$ cat src/rtl/ahb_master_pkg.sv
// Shared AHB-Lite encodings and FSM state type for the command-driven burst master.
package ahb_master_pkg;

  typedef enum logic [1:0] {
    IDLE   = 2'b00,
    BUSY   = 2'b01,
    NONSEQ = 2'b10,
    SEQ    = 2'b11
  } htrans_t;

  localparam logic [2:0] HSIZE_WORD    = 3'b010;
  localparam logic [2:0] HBURST_SINGLE = 3'b000;
  localparam logic [2:0] HBURST_INCR   = 3'b001;

  typedef enum logic [2:0] {
    ST_IDLE,
    ST_ADDR,
    ST_BURST,
    ST_LAST,
    ST_ERR
  } state_t;

  // A zero-length command still moves one beat.
  function automatic int unsigned eff_len(input int unsigned len);
    return (len == 0) ? 1 : len;
  endfunction

endpackage

$ cat src/rtl/ahb_lite_master_if.sv
// AHB-Lite bus signals between the burst master and the slave subsystem.
interface ahb_lite_master_if #(
  parameter int ADDR_WIDTH = 32,
  parameter int DATA_WIDTH = 32
) ();
  logic [ADDR_WIDTH-1:0] HADDR;
  logic [1:0]            HTRANS;
  logic                  HWRITE;
  logic [2:0]            HSIZE;
  logic [2:0]            HBURST;
  logic [DATA_WIDTH-1:0] HWDATA;
  logic [DATA_WIDTH-1:0] HRDATA;
  logic                  HREADY;
  logic                  HRESP;

  modport master (
    output HADDR, HTRANS, HWRITE, HSIZE, HBURST, HWDATA,
    input  HRDATA, HREADY, HRESP
  );

  modport slave (
    input  HADDR, HTRANS, HWRITE, HSIZE, HBURST, HWDATA,
    output HRDATA, HREADY, HRESP
  );
endinterface

$ cat src/rtl/ahb_master_addr_gen.sv
// Burst address counter, remaining-beat counter and 1KB boundary detect.
module ahb_master_addr_gen
  import ahb_master_pkg::*;
#(
  parameter int ADDR_WIDTH    = 32,
  parameter int MAX_BEATS     = 16,
  parameter int BOUNDARY_BITS = 10,
  parameter int LEN_WIDTH     = $clog2(MAX_BEATS) + 1
) (
  input  logic                  clk,
  input  logic                  rst_n,
  input  logic                  load,
  input  logic [ADDR_WIDTH-1:0] load_addr,
  input  logic [LEN_WIDTH-1:0]  load_len,
  input  logic                  advance,
  output logic [ADDR_WIDTH-1:0] addr,
  output logic                  last_beat,
  output logic                  next_boundary
);

  logic [ADDR_WIDTH-1:0] addr_q, addr_d, next_addr;
  logic [LEN_WIDTH-1:0]  beats_q, beats_d;

  assign next_addr     = addr_q + ADDR_WIDTH'(4);
  assign next_boundary = (next_addr[BOUNDARY_BITS-1:0] == '0);
  // beats_q counts address phases still to issue, including the one on the bus
  assign last_beat     = (beats_q <= LEN_WIDTH'(1));
  assign addr          = addr_q;

  always_comb begin
    addr_d  = addr_q;
    beats_d = beats_q;
    if (load) begin
      addr_d  = load_addr;
      beats_d = LEN_WIDTH'(eff_len(32'(load_len)));
    end else if (advance) begin
      addr_d  = next_addr;
      beats_d = beats_q - LEN_WIDTH'(1);
    end
  end

  always_ff @(posedge clk or negedge rst_n) begin
    if (!rst_n) begin
      addr_q  <= '0;
      beats_q <= '0;
    end else begin
      addr_q  <= addr_d;
      beats_q <= beats_d;
    end
  end

endmodule

$ cat src/rtl/ahb_lite_master.sv
// Command-driven AHB-Lite INCR burst master with wait, 1KB split and error abort.
// Optional saturating statistics counters when AHB_MASTER_STATS_EN is defined.
module ahb_lite_master
  import ahb_master_pkg::*;
#(
  parameter int ADDR_WIDTH    = 32,
  parameter int DATA_WIDTH    = 32,
  parameter int MAX_BEATS     = 16,
  parameter int BOUNDARY_BITS = 10,
  parameter int LEN_WIDTH     = $clog2(MAX_BEATS) + 1
) (
  input  logic                  HCLK,
  input  logic                  HRESETn,
  ahb_lite_master_if.master     ahb,
  input  logic                  cmd_valid,
  output logic                  cmd_ready,
  input  logic [ADDR_WIDTH-1:0] cmd_addr,
  input  logic                  cmd_write,
  input  logic [LEN_WIDTH-1:0]  cmd_len,
  output logic                  wdata_req,
  input  logic [DATA_WIDTH-1:0] wdata,
  output logic [DATA_WIDTH-1:0] rdata,
  output logic                  rdata_valid,
  output logic                  done,
  output logic                  err
`ifdef AHB_MASTER_STATS_EN
 ,output logic [31:0]           stat_beats,
  output logic [31:0]           stat_waits,
  output logic [15:0]           stat_errs
`endif
);

  state_t                state_q;
  htrans_t               htrans_q;
  logic                  hwrite_q;
  logic [2:0]            hburst_q;
  logic                  cmd_ready_q, done_q, err_q;
  logic                  rdata_valid_q, rdata_valid_d;
  logic [DATA_WIDTH-1:0] rdata_q, rdata_d;
  logic                  first_dp_q, first_dp_d;
  logic [DATA_WIDTH-1:0] hold_q, hold_d;

  logic [ADDR_WIDTH-1:0] haddr;
  logic                  last_beat, next_boundary;
  logic                  addr_phase, data_phase, abort, addr_done, accept, beat_ok;

  assign addr_phase = (state_q == ST_ADDR) || (state_q == ST_BURST);
  assign data_phase = (state_q == ST_BURST) || (state_q == ST_LAST);
  assign abort      = data_phase && ahb.HRESP;
  assign addr_done  = addr_phase && ahb.HREADY && !abort;
  assign accept     = (state_q == ST_IDLE) && cmd_ready_q && cmd_valid;
  assign beat_ok    = data_phase && ahb.HREADY && !ahb.HRESP;

  ahb_master_addr_gen #(
    .ADDR_WIDTH   (ADDR_WIDTH),
    .MAX_BEATS    (MAX_BEATS),
    .BOUNDARY_BITS(BOUNDARY_BITS),
    .LEN_WIDTH    (LEN_WIDTH)
  ) u_addr_gen (
    .clk          (HCLK),
    .rst_n        (HRESETn),
    .load         (accept),
    .load_addr    (cmd_addr),
    .load_len     (cmd_len),
    .advance      (addr_done),
    .addr         (haddr),
    .last_beat    (last_beat),
    .next_boundary(next_boundary)
  );

  always_ff @(posedge HCLK or negedge HRESETn) begin
    if (!HRESETn) begin
      state_q     <= ST_IDLE;
      htrans_q    <= IDLE;
      hwrite_q    <= 1'b0;
      hburst_q    <= HBURST_SINGLE;
      cmd_ready_q <= 1'b1;
      done_q      <= 1'b0;
      err_q       <= 1'b0;
    end else begin
      done_q <= 1'b0;
      err_q  <= 1'b0;
      case (state_q)
        ST_IDLE: begin
          if (accept) begin
            cmd_ready_q <= 1'b0;
            hwrite_q    <= cmd_write;
            hburst_q    <= (cmd_len <= LEN_WIDTH'(1)) ? HBURST_SINGLE : HBURST_INCR;
            htrans_q    <= NONSEQ;
            state_q     <= ST_ADDR;
          end else begin
            cmd_ready_q <= 1'b1;
          end
        end
        ST_ADDR, ST_BURST: begin
          // pending address phase is dropped when the previous beat errors
          if (abort) begin
            htrans_q <= IDLE;
            state_q  <= ST_ERR;
          end else if (ahb.HREADY) begin
            if (last_beat) begin
              htrans_q <= IDLE;
              state_q  <= ST_LAST;
            end else begin
              htrans_q <= next_boundary ? NONSEQ : SEQ;
              state_q  <= ST_BURST;
            end
          end
        end
        ST_LAST: begin
          if (abort) begin
            state_q <= ST_ERR;
          end else if (ahb.HREADY) begin
            done_q  <= 1'b1;
            state_q <= ST_IDLE;
          end
        end
        ST_ERR: begin
          done_q  <= 1'b1;
          err_q   <= 1'b1;
          state_q <= ST_IDLE;
        end
        default: begin
          htrans_q <= IDLE;
          state_q  <= ST_IDLE;
        end
      endcase
    end
  end

  always_comb begin
    rdata_valid_d = beat_ok && !hwrite_q;
    rdata_d       = rdata_valid_d ? ahb.HRDATA : rdata_q;
    first_dp_d    = addr_done && hwrite_q;
    // live wdata is only valid in the first data-phase cycle, so keep a copy for waits
    hold_d        = first_dp_q ? wdata : hold_q;
  end

  always_ff @(posedge HCLK or negedge HRESETn) begin
    if (!HRESETn) begin
      rdata_valid_q <= 1'b0;
      rdata_q       <= '0;
      first_dp_q    <= 1'b0;
      hold_q        <= '0;
    end else begin
      rdata_valid_q <= rdata_valid_d;
      rdata_q       <= rdata_d;
      first_dp_q    <= first_dp_d;
      hold_q        <= hold_d;
    end
  end

  assign wdata_req   = addr_done && hwrite_q;
  assign cmd_ready   = cmd_ready_q;
  assign done        = done_q;
  assign err         = err_q;
  assign rdata       = rdata_q;
  assign rdata_valid = rdata_valid_q;

  assign ahb.HADDR  = haddr;
  assign ahb.HTRANS = htrans_q;
  assign ahb.HWRITE = hwrite_q;
  assign ahb.HSIZE  = HSIZE_WORD;
  assign ahb.HBURST = hburst_q;
  assign ahb.HWDATA = first_dp_q ? wdata : hold_q;

`ifdef AHB_MASTER_STATS_EN
  logic [31:0] stat_beats_q, stat_beats_d;
  logic [31:0] stat_waits_q, stat_waits_d;
  logic [15:0] stat_errs_q, stat_errs_d;

  always_comb begin
    stat_beats_d = stat_beats_q;
    stat_waits_d = stat_waits_q;
    stat_errs_d  = stat_errs_q;
    if (beat_ok && (stat_beats_q != '1))
      stat_beats_d = stat_beats_q + 32'd1;
    if (data_phase && !ahb.HREADY && (stat_waits_q != '1))
      stat_waits_d = stat_waits_q + 32'd1;
    if ((state_q == ST_ERR) && (stat_errs_q != '1))
      stat_errs_d = stat_errs_q + 16'd1;
  end

  always_ff @(posedge HCLK or negedge HRESETn) begin
    if (!HRESETn) begin
      stat_beats_q <= '0;
      stat_waits_q <= '0;
      stat_errs_q  <= '0;
    end else begin
      stat_beats_q <= stat_beats_d;
      stat_waits_q <= stat_waits_d;
      stat_errs_q  <= stat_errs_d;
    end
  end

  assign stat_beats = stat_beats_q;
  assign stat_waits = stat_waits_q;
  assign stat_errs  = stat_errs_q;
`endif

endmodule
$ cat src/flat_wrapper.sv
// flat-port wrapper written by rule: the top's interface ports become plain ports
module ahb_lite_master_flat import ahb_master_pkg::*;
#(
  parameter int ADDR_WIDTH    = 32,
  parameter int DATA_WIDTH    = 32,
  parameter int MAX_BEATS     = 16,
  parameter int BOUNDARY_BITS = 10,
  parameter int LEN_WIDTH     = $clog2(MAX_BEATS) + 1
)
  (HCLK, HRESETn, cmd_valid, cmd_ready, cmd_addr, cmd_write, cmd_len, wdata_req, wdata, rdata, rdata_valid, done, err, ahb_HADDR, ahb_HTRANS, ahb_HWRITE, ahb_HSIZE, ahb_HBURST, ahb_HWDATA, ahb_HRDATA, ahb_HREADY, ahb_HRESP);
  ahb_lite_master_if #(.ADDR_WIDTH(ADDR_WIDTH), .DATA_WIDTH(DATA_WIDTH)) ahb_i ();
  input  logic HCLK;
  input  logic HRESETn;
  input  logic cmd_valid;
  output logic cmd_ready;
  input  logic [ADDR_WIDTH-1:0] cmd_addr;
  input  logic cmd_write;
  input  logic [LEN_WIDTH-1:0] cmd_len;
  output logic wdata_req;
  input  logic [DATA_WIDTH-1:0] wdata;
  output logic [DATA_WIDTH-1:0] rdata;
  output logic rdata_valid;
  output logic done;
  output logic err;
  output wire logic [$bits(ahb_i.HADDR)-1:0] ahb_HADDR;
  output wire logic [$bits(ahb_i.HTRANS)-1:0] ahb_HTRANS;
  output wire logic [$bits(ahb_i.HWRITE)-1:0] ahb_HWRITE;
  output wire logic [$bits(ahb_i.HSIZE)-1:0] ahb_HSIZE;
  output wire logic [$bits(ahb_i.HBURST)-1:0] ahb_HBURST;
  output wire logic [$bits(ahb_i.HWDATA)-1:0] ahb_HWDATA;
  input wire logic [$bits(ahb_i.HRDATA)-1:0] ahb_HRDATA;
  input wire logic [$bits(ahb_i.HREADY)-1:0] ahb_HREADY;
  input wire logic [$bits(ahb_i.HRESP)-1:0] ahb_HRESP;
  assign ahb_HADDR = ahb_i.HADDR;
  assign ahb_HTRANS = ahb_i.HTRANS;
  assign ahb_HWRITE = ahb_i.HWRITE;
  assign ahb_HSIZE = ahb_i.HSIZE;
  assign ahb_HBURST = ahb_i.HBURST;
  assign ahb_HWDATA = ahb_i.HWDATA;
  assign ahb_i.HRDATA = ahb_HRDATA;
  assign ahb_i.HREADY = ahb_HREADY;
  assign ahb_i.HRESP = ahb_HRESP;
  ahb_lite_master #(.ADDR_WIDTH(ADDR_WIDTH), .DATA_WIDTH(DATA_WIDTH), .MAX_BEATS(MAX_BEATS), .BOUNDARY_BITS(BOUNDARY_BITS), .LEN_WIDTH(LEN_WIDTH)) u_core (.HCLK(HCLK), .HRESETn(HRESETn), .ahb(ahb_i), .cmd_valid(cmd_valid), .cmd_ready(cmd_ready), .cmd_addr(cmd_addr), .cmd_write(cmd_write), .cmd_len(cmd_len), .wdata_req(wdata_req), .wdata(wdata), .rdata(rdata), .rdata_valid(rdata_valid), .done(done), .err(err));
endmodule
$ cat config.mk
export PLATFORM = sky130hd
export DESIGN_NAME = ahb_lite_master_flat
export DESIGN_NICKNAME = d
export VERILOG_FILES = /design/src/rtl/ahb_master_pkg.sv /design/src/rtl/ahb_lite_master_if.sv /design/src/rtl/ahb_master_addr_gen.sv /design/src/rtl/ahb_lite_master.sv /design/src/flat_wrapper.sv
export SDC_FILE = /design/constraint.sdc
export NUM_CORES = 1
export LEC_CHECK = 0
export ABC_AREA = 0
export ABC_CLOCK_PERIOD_IN_PS = 4200
export BUFFER_PORTS_ARGS = -buffer_cell sky130_fd_sc_hd__buf_2
export CAP_MARGIN = 20
export CORE_MARGIN = 5
export CORE_UTILIZATION = 50
export DETAILED_ROUTE_END_ITERATION = 7
export HOLD_SLACK_MARGIN = 0.05
export PLACE_DENSITY_LB_ADDON = 0.12
export SYNTH_ARGS = -nofsm -noshare
export SYNTH_HDL_FRONTEND = slang
export SYNTH_SLANG_ARGS = --single-unit
$ cat constraint.sdc
create_clock -name HCLK -period 4.2 [get_ports HCLK]
set_input_delay 0.42 -clock HCLK [delete_from_list [all_inputs] [get_ports HCLK]]
set_output_delay 0.42 -clock HCLK [all_outputs]
set_load 0.02 [all_outputs]
==> results.cfg <==
[run_status]
status = finished, final reports clean

[routing]
wl_per_cell_um = 17.0
dr.pass1.iters = 4
drc = 0
drtAntennaViolNets = 0
dr.first_iter.drc_count = 210
drt-total-wl_um = 13900
vias = 4228
routed_via_density = 5.20

[logic_synthesis]
synth.cell_area_um2 = 5340
muxShareOfSynthArea = 0.139
synth-compound-area-share = 0.0879
yosysUniqueCellTypes = 60
synth_top_cell_by_area = dfrtp_1
yosys.area_share.simple = 0.159
synth-edff-count = 0
async_flop_share = 1.00
synth_top_cells_by_area = dfrtp_1 52%, mux2_2 13%, nand2_1 3.7%, xnor2_1 3.0%, nor4_4 2.0%
ys_seq_area_frac = 0.530
synth-adder-area-share = 0.00937
synth.most_common_cell = dfrtp_1
ys_warn_count = 0
synth_seq_cells = 113
synth_top_area_share = 0.525
synth_common_cells = 112 x dfrtp_1, 64 x mux2_2, 53 x nand2_1
synth-xor-area-share = 0.0377
avgSynthCellArea_um2 = 11.8
netlist_instances = 451
synthFlopType = dfrtp_1
synth_top_family_by_area = simple AND/OR/NAND/NOR gates

[sta]
relSlewSlack = 0.369
fin_skew_ns = 0.0121
rsz0062_at_grt = no
slew_viol_final = 0
final-hold-violation-count = 0
final-setup-viol-count = 0
setup-tns-final_ns = 0
fin_crit_sh = 0.651
worst_pin_slew_ns = 0.944
min_period_ns = 2.73
hold_ws_ns = 0.0941
max_freq_mhz = 366

[critical_path]
critPathLaunchType = register
r2r_slack_ns = 1.81
cp-end-kind = output port
r2r-end = u_core.u_addr_gen.addr[9]$_DFFE_PN0P_
reg2reg_depth = 5
crit_family = simple AND/OR/NAND/NOR gates
crit_arrival_ns = 2.31
critPathMaxStageDelay_ns = 0.53
cp.depth = 4
cp_slowest_cell = o21a_1
worstSetupPathType = reg2out
cp_cell_sequence = nor3b_4 > o21a_1 > and2_1 > buf_2
crit_required_ns = 3.78
r2r-start = u_core.state_q[0]$_DFFE_PN0P_
critPathBufInv = 1
path_max_fanout = 14

[min_path]
min_from = cmd_addr[0]
holdPathStages = 3
hold_end = u_core.u_addr_gen.addr[0]$_DFFE_PN0P_
hold_class = in2reg

[floorplanning]
start_util = 0.515
fp.dieH_um = 113
rows = 37
dieArea_um2 = 12800
die_x_um = 113
coreArea_um2 = 10400
ios = 217

[global_route]
track_usage = 0.221
first_global_vias = 4374
grt_max_degree = 48
overflow = 0
grt_pass1_wl_um = 22500
antenna_found_initial = 0

[placed_design]
io_buffers = 211
dp_hpwl_um = 10300
place.gp.congestion = 0.836

[cts]
clkTransAtPathRegs_ns = 0.06
clkLatencyLatePin_ns = 0.51
post_cts_buffers = 0
hold_buffers = 1
cts.htree.levels = 4
clkSinkCount = 113
numCtsBuffers = 17
cts_tree = built
ctsResizeCount = 0
clk_path_buf_depth = 2
cts_root_buffer = clkbuf_8

[finish]
layout-drive-gt1-share = 0.502
final_nets = 775
num_antenna_cells = 0
syn_to_final_growth_pct = 33.0

[power_and_ir_drop]
power_density_nw_per_um2 = 829
leakagePower_nw = 3.38
p_total_w = 0.00589
peakVddDrop_uv = 391

[run]
drv_cap = 0
[final cells by class]
cell class,count,area [um^2]
Clock inverter,10,134
Multi-Input combinational cell,305,2340
Tap cell,136,170
Timing Repair Buffer,219,1150
Clock buffer,22,453
Fill cell,810,3270
Inverter,8,30.0
Sequential cell,113,2830
[sequential cells by signal (all words and copies together) (netlist names), 2 cells and up]
| register | cells |
|---|---|
| u_core.hold_q | 32 |
| u_core.rdata | 32 |
| u_core.u_addr_gen.addr | 32 |
| u_core.u_addr_gen.beats_q | 5 |
| u_core.state_q | 3 |
| u_core.ahb.HTRANS | 2 |
[cells in the final DEF, fill, tap and decap left out, types with 3 or more instances in the layout]
| master | netlist | layout |
|---|---|---|
| clkinv_2 | 0 | 4 |
| or2_2 | 3 | 3 |
| xnor2_1 | 18 | 18 |
| xor2_1 | 5 | 5 |
| nor2_1 | 20 | 20 |
| nand4_1 | 9 | 9 |
| nor3_2 | 3 | 3 |
| a21oi_1 | 7 | 7 |
| buf_2 | 3 | 210 |
| a31oi_1 | 6 | 6 |
| mux2_2 | 64 | 64 |
| o21ai_1 | 11 | 11 |
| clkbuf_1 | 11 | 3 |
| conb_1 | 2 | 5 |
| inv_1 | 8 | 8 |
| bufinv_16 | 0 | 3 |
| o211a_1 | 4 | 4 |
| clkbuf_16 | 0 | 16 |
| dfrtp_1 | 112 | 112 |
| nor3_1 | 7 | 7 |
| o21ai_0 | 14 | 14 |
| nor4_1 | 4 | 3 |
| ha_1 | 4 | 4 |
| buf_4 | 8 | 6 |
| and2_1 | 6 | 6 |
| o21bai_1 | 6 | 6 |
| nor4_2 | 5 | 6 |
| nor4_4 | 5 | 5 |
| nand2_1 | 53 | 53 |
| clkbuf_8 | 0 | 3 |
| nand3_1 | 7 | 7 |
[cells by family after synthesis]
family                   count (synthesis)
adder cells (fa/ha/maj)                  4
buffers and inverters                   36
flip-flops                             113
XOR/XNOR                                23
AO/OA/AOI/OAI                           69
multiplexers                            66
other                                    2
AND/OR/NAND/NOR                        138
[worst min-delay path: cells and delay by family]
family        cells  cell delay (ns)
buf+inv           1             0.07
simple gates      2             0.08
[metrics by stage]
step,cells,setup WS (ns),util,cell area (um^2)
6_report,813,1.47,0.685,7100
5_1_grt,813,1.29,0.685,7100
4_1_cts,813,1.42,0.685,7100
3_5_place_dp,780,1.85,0.627,6500
3_3_place_gp,778,1.90,0.623,6460
2_1_floorplan,454,2.23,-,5350
[where the power goes]
| group | internal [W] | switching, W |
|---|---|---|
| Sequential | 0.00161 | 0.000412 |
| Combinational | 0.000984 | 0.00148 |
| Clock | 0.000930 | 0.000479 |
| Total | 0.00352 | 0.00237 |
[routing by layer]
layer,GRT usage,up-vias,share of wire
met1,0.287,2016,0.42
li1,-,2030,-
met3,0.0610,15,0.076
met2,0.361,167,0.49
met4,0.0673,0,0.012
met5,0,-,0
[worst max-delay path by stage]
stage | startpoint | endpoint | slack [ns]
after floorplan | u_core.u_addr_gen.addr[2]$_DFFE_PN0P_ | u_core.u_addr_gen.addr[26]$_DFFE_PN0P_ | 2.23
after global placement | u_core.state_q[1]$_DFFE_PN0P_ | u_core.u_addr_gen.addr[16]$_DFFE_PN0P_ | 1.90
after detailed placement | u_core.state_q[0]$_DFFE_PN0P_ | u_core.u_addr_gen.addr[9]$_DFFE_PN0P_ | 1.85
after CTS | u_core.state_q[2]$_DFFE_PN0P_ | wdata_req | 1.42
after global routing | u_core.state_q[1]$_DFFE_PN0P_ | wdata_req | 1.29
final | u_core.state_q[1]$_DFFE_PN0P_ | wdata_req | 1.47
Note: power is estimated with default switching activity, not from simulation.
